**config.mk**
```make
export PLATFORM = sky130hd
export DESIGN_NAME = vga_timing_gen
export DESIGN_NICKNAME = d
export VERILOG_FILES = /design/src/rtl/vga_timing_gen.sv
export SDC_FILE = /design/constraint.sdc
export NUM_CORES = 1
export LEC_CHECK = 0
export BUFFER_PORTS_ARGS = -buffer_cell sky130_fd_sc_hd__buf_2
export CAP_MARGIN = 15
export CORE_MARGIN = 3
export CORE_UTILIZATION = 47
export CTS_CLUSTER_SIZE = 25
export DETAILED_ROUTE_END_ITERATION = 10
export PLACE_DENSITY = 0.76
export SETUP_SLACK_MARGIN = 0.15
export SYNTH_ARGS = -nofsm -noshare
export SYNTH_HDL_FRONTEND = slang
export SYNTH_SLANG_ARGS = --single-unit
```
**constraint.sdc**
```tcl
create_clock -name clk_25mhz -period 1.6 [get_ports clk_25mhz]
set_clock_uncertainty 0.05 [all_clocks]
set_input_delay 0.08 -clock clk_25mhz [delete_from_list [all_inputs] [get_ports clk_25mhz]]
set_output_delay 0.08 -clock clk_25mhz [all_outputs]
set_load 0.02 [all_outputs]
```
**src/rtl/vga_timing_gen.sv**
```systemverilog
// vga_timing_gen: 640x480@60 VGA counters plus registered, blanked colour and aligned syncs; TEST_PATTERN_EN adds a colour-bar test_mode input
module vga_timing_gen #(
  parameter int H_VISIBLE = 640,
  parameter int H_FRONT   = 16,
  parameter int H_SYNC    = 96,
  parameter int H_BACK    = 48,
  parameter int V_VISIBLE = 480,
  parameter int V_FRONT   = 10,
  parameter int V_SYNC    = 2,
  parameter int V_BACK    = 33,
  parameter bit SYNC_POL  = 1'b0
) (
  input  logic       clk_25mhz,
  input  logic       rst,
  input  logic       en,
`ifdef TEST_PATTERN_EN
  input  logic       test_mode,
`endif
  input  logic [3:0] r_in,
  input  logic [3:0] g_in,
  input  logic [3:0] b_in,
  output logic [9:0] hcounter,
  output logic [9:0] vcounter,
  output logic [3:0] r_out,
  output logic [3:0] g_out,
  output logic [3:0] b_out,
  output logic       hsync,
  output logic       vsync,
  output logic       video_active,
  output logic       frame_start,
  output logic [7:0] frame_count
);
  localparam int H_TOTAL = H_VISIBLE + H_FRONT + H_SYNC + H_BACK;
  localparam int V_TOTAL = V_VISIBLE + V_FRONT + V_SYNC + V_BACK;
  localparam logic [9:0] H_LAST = 10'(H_TOTAL - 1);
  localparam logic [9:0] V_LAST = 10'(V_TOTAL - 1);
  localparam logic [9:0] H_VIS  = 10'(H_VISIBLE);
  localparam logic [9:0] V_VIS  = 10'(V_VISIBLE);
  localparam logic [9:0] HS_LO  = 10'(H_VISIBLE + H_FRONT);
  localparam logic [9:0] HS_HI  = 10'(H_VISIBLE + H_FRONT + H_SYNC - 1);
  localparam logic [9:0] VS_LO  = 10'(V_VISIBLE + V_FRONT);
  localparam logic [9:0] VS_HI  = 10'(V_VISIBLE + V_FRONT + V_SYNC - 1);

  logic [9:0] r_h, r_v;
  logic [7:0] r_fc;
  logic       r_started;
  logic [3:0] r_r, r_g, r_b;
  logic       r_act, r_hs, r_vs;
  logic       w_hend, w_vend, w_vis, w_hs, w_vs;
  logic [3:0] w_r, w_g, w_b;

  assign w_hend = r_h == H_LAST;
  assign w_vend = r_v == V_LAST;
  assign w_vis  = (r_h < H_VIS) && (r_v < V_VIS);
  assign w_hs   = (r_h >= HS_LO) && (r_h <= HS_HI);
  assign w_vs   = (r_v >= VS_LO) && (r_v <= VS_HI);

`ifdef TEST_PATTERN_EN
  logic [2:0] w_bar;
  assign w_bar = 3'(r_h / 10'(H_VISIBLE / 8));
  assign w_r   = test_mode ? {4{w_bar[2]}} : r_in;
  assign w_g   = test_mode ? {4{w_bar[1]}} : g_in;
  assign w_b   = test_mode ? {4{w_bar[0]}} : b_in;
`else
  assign w_r = r_in;
  assign w_g = g_in;
  assign w_b = b_in;
`endif

  // Stage 0: raster counters and completed-frame count; r_started keeps the
  // post-reset (0,0) from looking like a frame boundary
  always_ff @(posedge clk_25mhz or posedge rst) begin
    if (rst) begin
      r_h       <= '0;
      r_v       <= '0;
      r_fc      <= '0;
      r_started <= 1'b0;
    end else if (en) begin
      r_started <= 1'b1;
      r_h       <= w_hend ? '0 : r_h + 10'd1;
      if (w_hend) r_v <= w_vend ? '0 : r_v + 10'd1;
      if (w_hend && w_vend) r_fc <= r_fc + 8'd1;
    end
  end

  // Stage 1: colour, blanking and syncs all registered from the same counter position
  always_ff @(posedge clk_25mhz or posedge rst) begin
    if (rst) begin
      r_r   <= '0;
      r_g   <= '0;
      r_b   <= '0;
      r_act <= 1'b0;
      r_hs  <= ~SYNC_POL;
      r_vs  <= ~SYNC_POL;
    end else if (en) begin
      r_r   <= w_vis ? w_r : 4'd0;
      r_g   <= w_vis ? w_g : 4'd0;
      r_b   <= w_vis ? w_b : 4'd0;
      r_act <= w_vis;
      r_hs  <= w_hs ? SYNC_POL : ~SYNC_POL;
      r_vs  <= w_vs ? SYNC_POL : ~SYNC_POL;
    end
  end

  assign hcounter     = r_h;
  assign vcounter     = r_v;
  assign frame_count  = r_fc;
  assign frame_start  = r_started && (r_h == '0) && (r_v == '0);
  assign r_out        = r_r;
  assign g_out        = r_g;
  assign b_out        = r_b;
  assign video_active = r_act;
  assign hsync        = r_hs;
  assign vsync        = r_vs;
endmodule
```
* After elaboration in Yosys (flattened, before gate mapping)
Index checks and enable logic that the tools add are counted.
** Storage, ports and cells
- Logic and storage cells :: 38
- Output and inout bits :: 44
- Register bits after elaboration :: 44
- Input bits :: 15
** Cells by class
- Reductions and logical operators :: 10
- Magnitude comparators :: 6
- Equal/unequal tests :: 2
- Multiplexer cells :: 7
- Add/subtract/negate cells :: 3
** Operators by type and width (number)
- adder 10 x 1 -> 10 bit (second input constant) :: 2
- == test 10 bit (second input constant) :: 2
- zero test 10 bit :: 2
- two-way mux 10 bit :: 2
- two-way mux 4 bit :: 3
- >= comparator 10 bit (second input constant) :: 1
- >= comparator 10 x 9 -> 1 bit (second input constant) :: 1
- <= comparator 10 bit (second input constant) :: 1
- <= comparator 10 x 9 -> 1 bit (second input constant) :: 1
- less-than comparator 10 bit (second input constant) :: 1
- less-than comparator 10 x 9 -> 1 bit (second input constant) :: 1
- adder 8 x 1 -> 8 bit (second input constant) :: 1
- logical AND 1 bit :: 6
- AND reduction 2 bit :: 2
- two-way mux 1 bit :: 2

* Longest topological paths before layout
- Word-level depth :: 3
- Depth in mapped cells :: 8

* Least setup slack after synthesis
OpenSTA, ideal clock, no wires.
- Path kind :: flip-flop to flip-flop
- From :: register r_v[0], in the netlist vcounter[0]
- To :: register r_fc[1], in the netlist frame_count[1]
- Buffers on the path :: 0
- Clock period less this slack :: 1.831 ns
- Path slack :: -0.231 ns
- Setup time :: 0.125 ns
- Cell stages (with the launch flop) :: 7
- Required time :: 1.425 ns
- Arrival :: 1.656 ns
- Cell sequence :: dfrtp_1 inv_1 ha_1 nor2b_1 nand4_2 nor2_2 mux2_2
** Between the ends
- Cells in the longest elaborated chain, start to end :: 3
** Ends and longest elaborated chain
- start, declared :: line 44 : logic [9:0] r_h, r_v;
- start signal, assigned :: line 81 : if (w_hend) r_v <= w_vend ? '0 : r_v + 10'd1;
- == test 10 bit :: line 53 : assign w_vend = r_v == V_LAST;
- logical AND 1 bit :: line 82 : if (w_hend && w_vend) r_fc <= r_fc + 8'd1;
- AND reduction 2 bit (no source line)
- end signal, assigned :: line 82
- end, declared :: line 45 : logic [7:0] r_fc;
No other way between the ends.
A chain may end at the register's enable or synchronous reset.

* Worst setup path in the final report
- From :: register r_v[1], in the netlist vcounter[1]
- To :: output frame_start
** Between the ends
- Cells in the longest elaborated chain, start to end :: 2
** Ends and longest elaborated chain
- zero test 10 bit :: line 108 : assign frame_start = r_started && (r_h == '0) && (r_v == '0);
- logical AND 1 bit :: line 108
- end, declared :: line 30 : output logic frame_start,
No other way between the ends.

==> run summary <==
crit path launch type - flip-flop
vias in the first global route - 1943
pwr/cell area - 941 nW/µm²
Slew headroom - 74.1%
Mapped Nets - 207
post-route antenna net violation count - 0
DR pass1 iterations - 4
IO Port Bufs - 58
commonest non-fill, non-tap cell in the layout - buf_2
slowest CP cell - dfrtp_2
# rows - 23
Synth Area in Compound Gates - 10.2%
Mapped Area - 2150 µm²
ratio of cells with drive above 1 in the final layout - 59.2%
Tmin final - 1.78 ns
critical path class - flip-flop to output port
sequential share of the synthesized area - 51.2%
# nets final - 328
initial antenna violation count - 0
fill cell count - 213
post-synthesis xor/xnor area fraction - 8.08%
Worst Path Required - 1.47 ns
GRT Util Overall - 24.3%
R2R depth - 6
Final WS setup - -0.183 ns
largest net degree at the start of global routing - 45
CTS tree - yes
Die ar. - 5430 µm²
#FFs+latches synth - 44
Hold Worst Slack - 0.113 ns
Max-Cap Viols - 0
Inserted Diodes - 0
VDD IR-drop max - 0.00115 V
Pins Over Slew Limit - 0
DR vias - 2014
Worst EP arrival - 1.65 ns
IO Count - 59
post-synthesis mux area share - 0.988%
reg2reg end - frame_count[1]
Hold Path End - hsync
crit path cell chain - inv_2 > ha_4 > nor2b_4 > nand3_2 > nor3_2 > buf_4
Die X - 73.7 µm
Post-Synth Simple-Gate Area - 21.4%
post-synthesis adder-cell area fraction - 2.91%
WHS Path Cells - 3
final instance area - 3440 µm²
initial drt markers - 117
FF-to-FF Start - vcounter[1]
area delta synth->final - 59.8%
status - complete, but fails checks
area post-placement - 2750 µm²
combinational family with the most area after synthesis - simple AND/OR/NAND/NOR gates
CP max FO - 3
yosys warns - 0
first-pass GRT wire length - 9830 µm
Root Driver - clkbuf_8
HP Start - en
min-delay worst type - input port to flip-flop
clk_lat worst skew - 0.31 ns
final std cells w/o fill - 359
fin crit share - 111%
P_leak - 0.00167 µW
RSZ-0062 raised after global routing - true
total CTS buffers - 5
Cells after DPL - 318
total wire length - 6770 µm
fin util - 81.9%
Gate Count Post-Synth - 187
synthesized area per cell - 11.5 µm²
CTS sink count - 44
Core ar. - 4200 µm²
Die Ht - 73.7 µm
Worst-path clk slew - 0.08 ns
commonest cells after routing, fill and taps aside - buf_2, buf_4, dfrtp_1
synth unique cells - 44
dpl ws - -0.0879 ns
gr ovfl total - 0
CP peak stage delay - 0.41 ns
Final Hold Vio Count - 0
H-tree depth - 2
f_max - 0.561 GHz
GPL Wtd Cong - 0.874
Slew @ Worst Pin - 0.389 ns
failing checks - negative setup slack
Residual DRC - 0
Initial Utilization - 51.3%
CP endpoint kind - output port
wire length per cell - 18.9 µm
Bufs on Longest Clock Path - 2
Setup violations, final - 14
vias per inst - 5.61
HPWL Detailed - 3750 µm
R2R setup slack - -0.10 ns
==> worst max-delay path: cells and delay by family, from the launching register on <==
family                   cells  cell delay (ns)
buffers and inverters        2             0.27
adder cells (fa/ha/maj)      1             0.13
flip-flops                   1             0.41
AND/OR/NAND/NOR              3             0.54
==> state kept, by name (all words and copies together), names as in the netlist, 4 cells and up <==
name,count
hcounter,10
vcounter,10
frame_count,8
b_out,4
g_out,4
r_out,4
==> metrics by stage <==
stage	setup TNS (ns)	total power, µW
finish	-0.831	3240
global route	-1.82	3390
CTS	-0.152	3090
detailed placement	-0.266	1980
global placement	-0.0115	1970
floorplan	-0.291	1750
==> cell usage after synthesis <==
library cell,instances,area [µm²]
a21o_1,2,15.0
a21oi_1,2,10.0
a22o_1,13,114
a41oi_1,1,8.76
and3_1,5,31.3
and4_1,4,35.0
and4_2,1,10.0
and4b_1,2,20.0
buf_12,1,20.0
buf_2,1,5.00
buf_6,5,56.3
clkbuf_1,2,7.51
dfrtp_1,42,1050
dfstp_2,2,52.6
ha_1,5,62.6
inv_1,6,22.5
mux2_2,1,11.3
mux2i_1,1,10.0
nand2_1,12,45.0
nand3_1,9,45.0
nand3_2,1,10.0
nand3_4,2,35.0
nand4_1,7,43.8
nand4_2,1,12.5
nand4b_1,1,8.76
nor2_1,10,37.5
nor2_2,1,6.26
nor2_4,1,11.3
nor2b_1,1,6.26
nor3_1,5,25.0
nor3b_1,2,15.0
nor4_1,3,18.8
nor4_4,1,21.3
nor4bb_1,1,10.0
o211ai_1,1,7.51
o21ai_0,8,40.0
o21ai_2,1,8.76
o221ai_1,1,8.76
o31ai_1,1,7.51
or2_2,1,6.26
or3_1,1,6.26
xnor2_1,9,78.8
xnor2_2,1,16.3
xor2_1,9,78.8
==> timing repair <==
item	4_1_cts	5_1_grt
hold buffers	13	0
gates cloned	0	1
setup buffers	11	8
gates resized for setup	45	30
pin swaps	27	24
setup endpoints to repair	35	27
endpoints found under the hold margin	54	0
==> how the worst max path moves through the flow <==
| stage | startpoint | endpoint | slack, ns | cells past startpoint |
|---|---|---|---|---|
| 4_1_cts | hcounter[4] | frame_start | -0.10 | 5 |
| 3_5_place_dp | hcounter[1] | frame_count[3] | -0.09 | 7 |
| 5_1_grt | hcounter[4] | frame_start | -0.23 | 5 |
| 6_report | vcounter[1] | frame_start | -0.18 | 6 |
| 2_1_floorplan | hcounter[1] | frame_count[2] | -0.05 | 8 |
| 3_3_place_gp | hcounter[1] | frame_count[1] | -0.01 | 6 |
==> layout make-up <==
type                    instances  area, µm²  share of cell area, %
repair buffers                122        898                   26.1
flip-flops and latches         44       1120                   32.5
clock buffers                   6       72.6                   2.11
inverters                       6       22.5                  0.655
clock inverters                 2       60.1                   1.75
multi-input cells             129       1200                   35.0
well taps                      50       62.6                   1.82
==> per-layer routing <==
metal / part of all wire (%) / routed length [µm] / vias to the layer above / GRT usage [%]
li1: - / - / 925 / -
met1: 43 / 2890 / 1002 / 31.0
met2: 49 / 3320 / 69 / 40.6
met3: 5.5 / 370 / 18 / 6.29
met4: 2.8 / 189 / 0 / 6.44
met5: 0 / 0 / - / 0
==> where the power goes <==
part | internal, µW | switching (µW)
sequential | 1210 | 72.1
clock | 624 | 389
combinational | 426 | 516
==> logic make-up after synthesis <==
kind of cell / count (synthesis)
simple gates: 72
mux: 2
flops: 44
xor+xnor: 19
compound gates: 30
buf+inv: 15
fa+ha+maj: 5
Note: power is estimated with default switching activity, not from simulation.
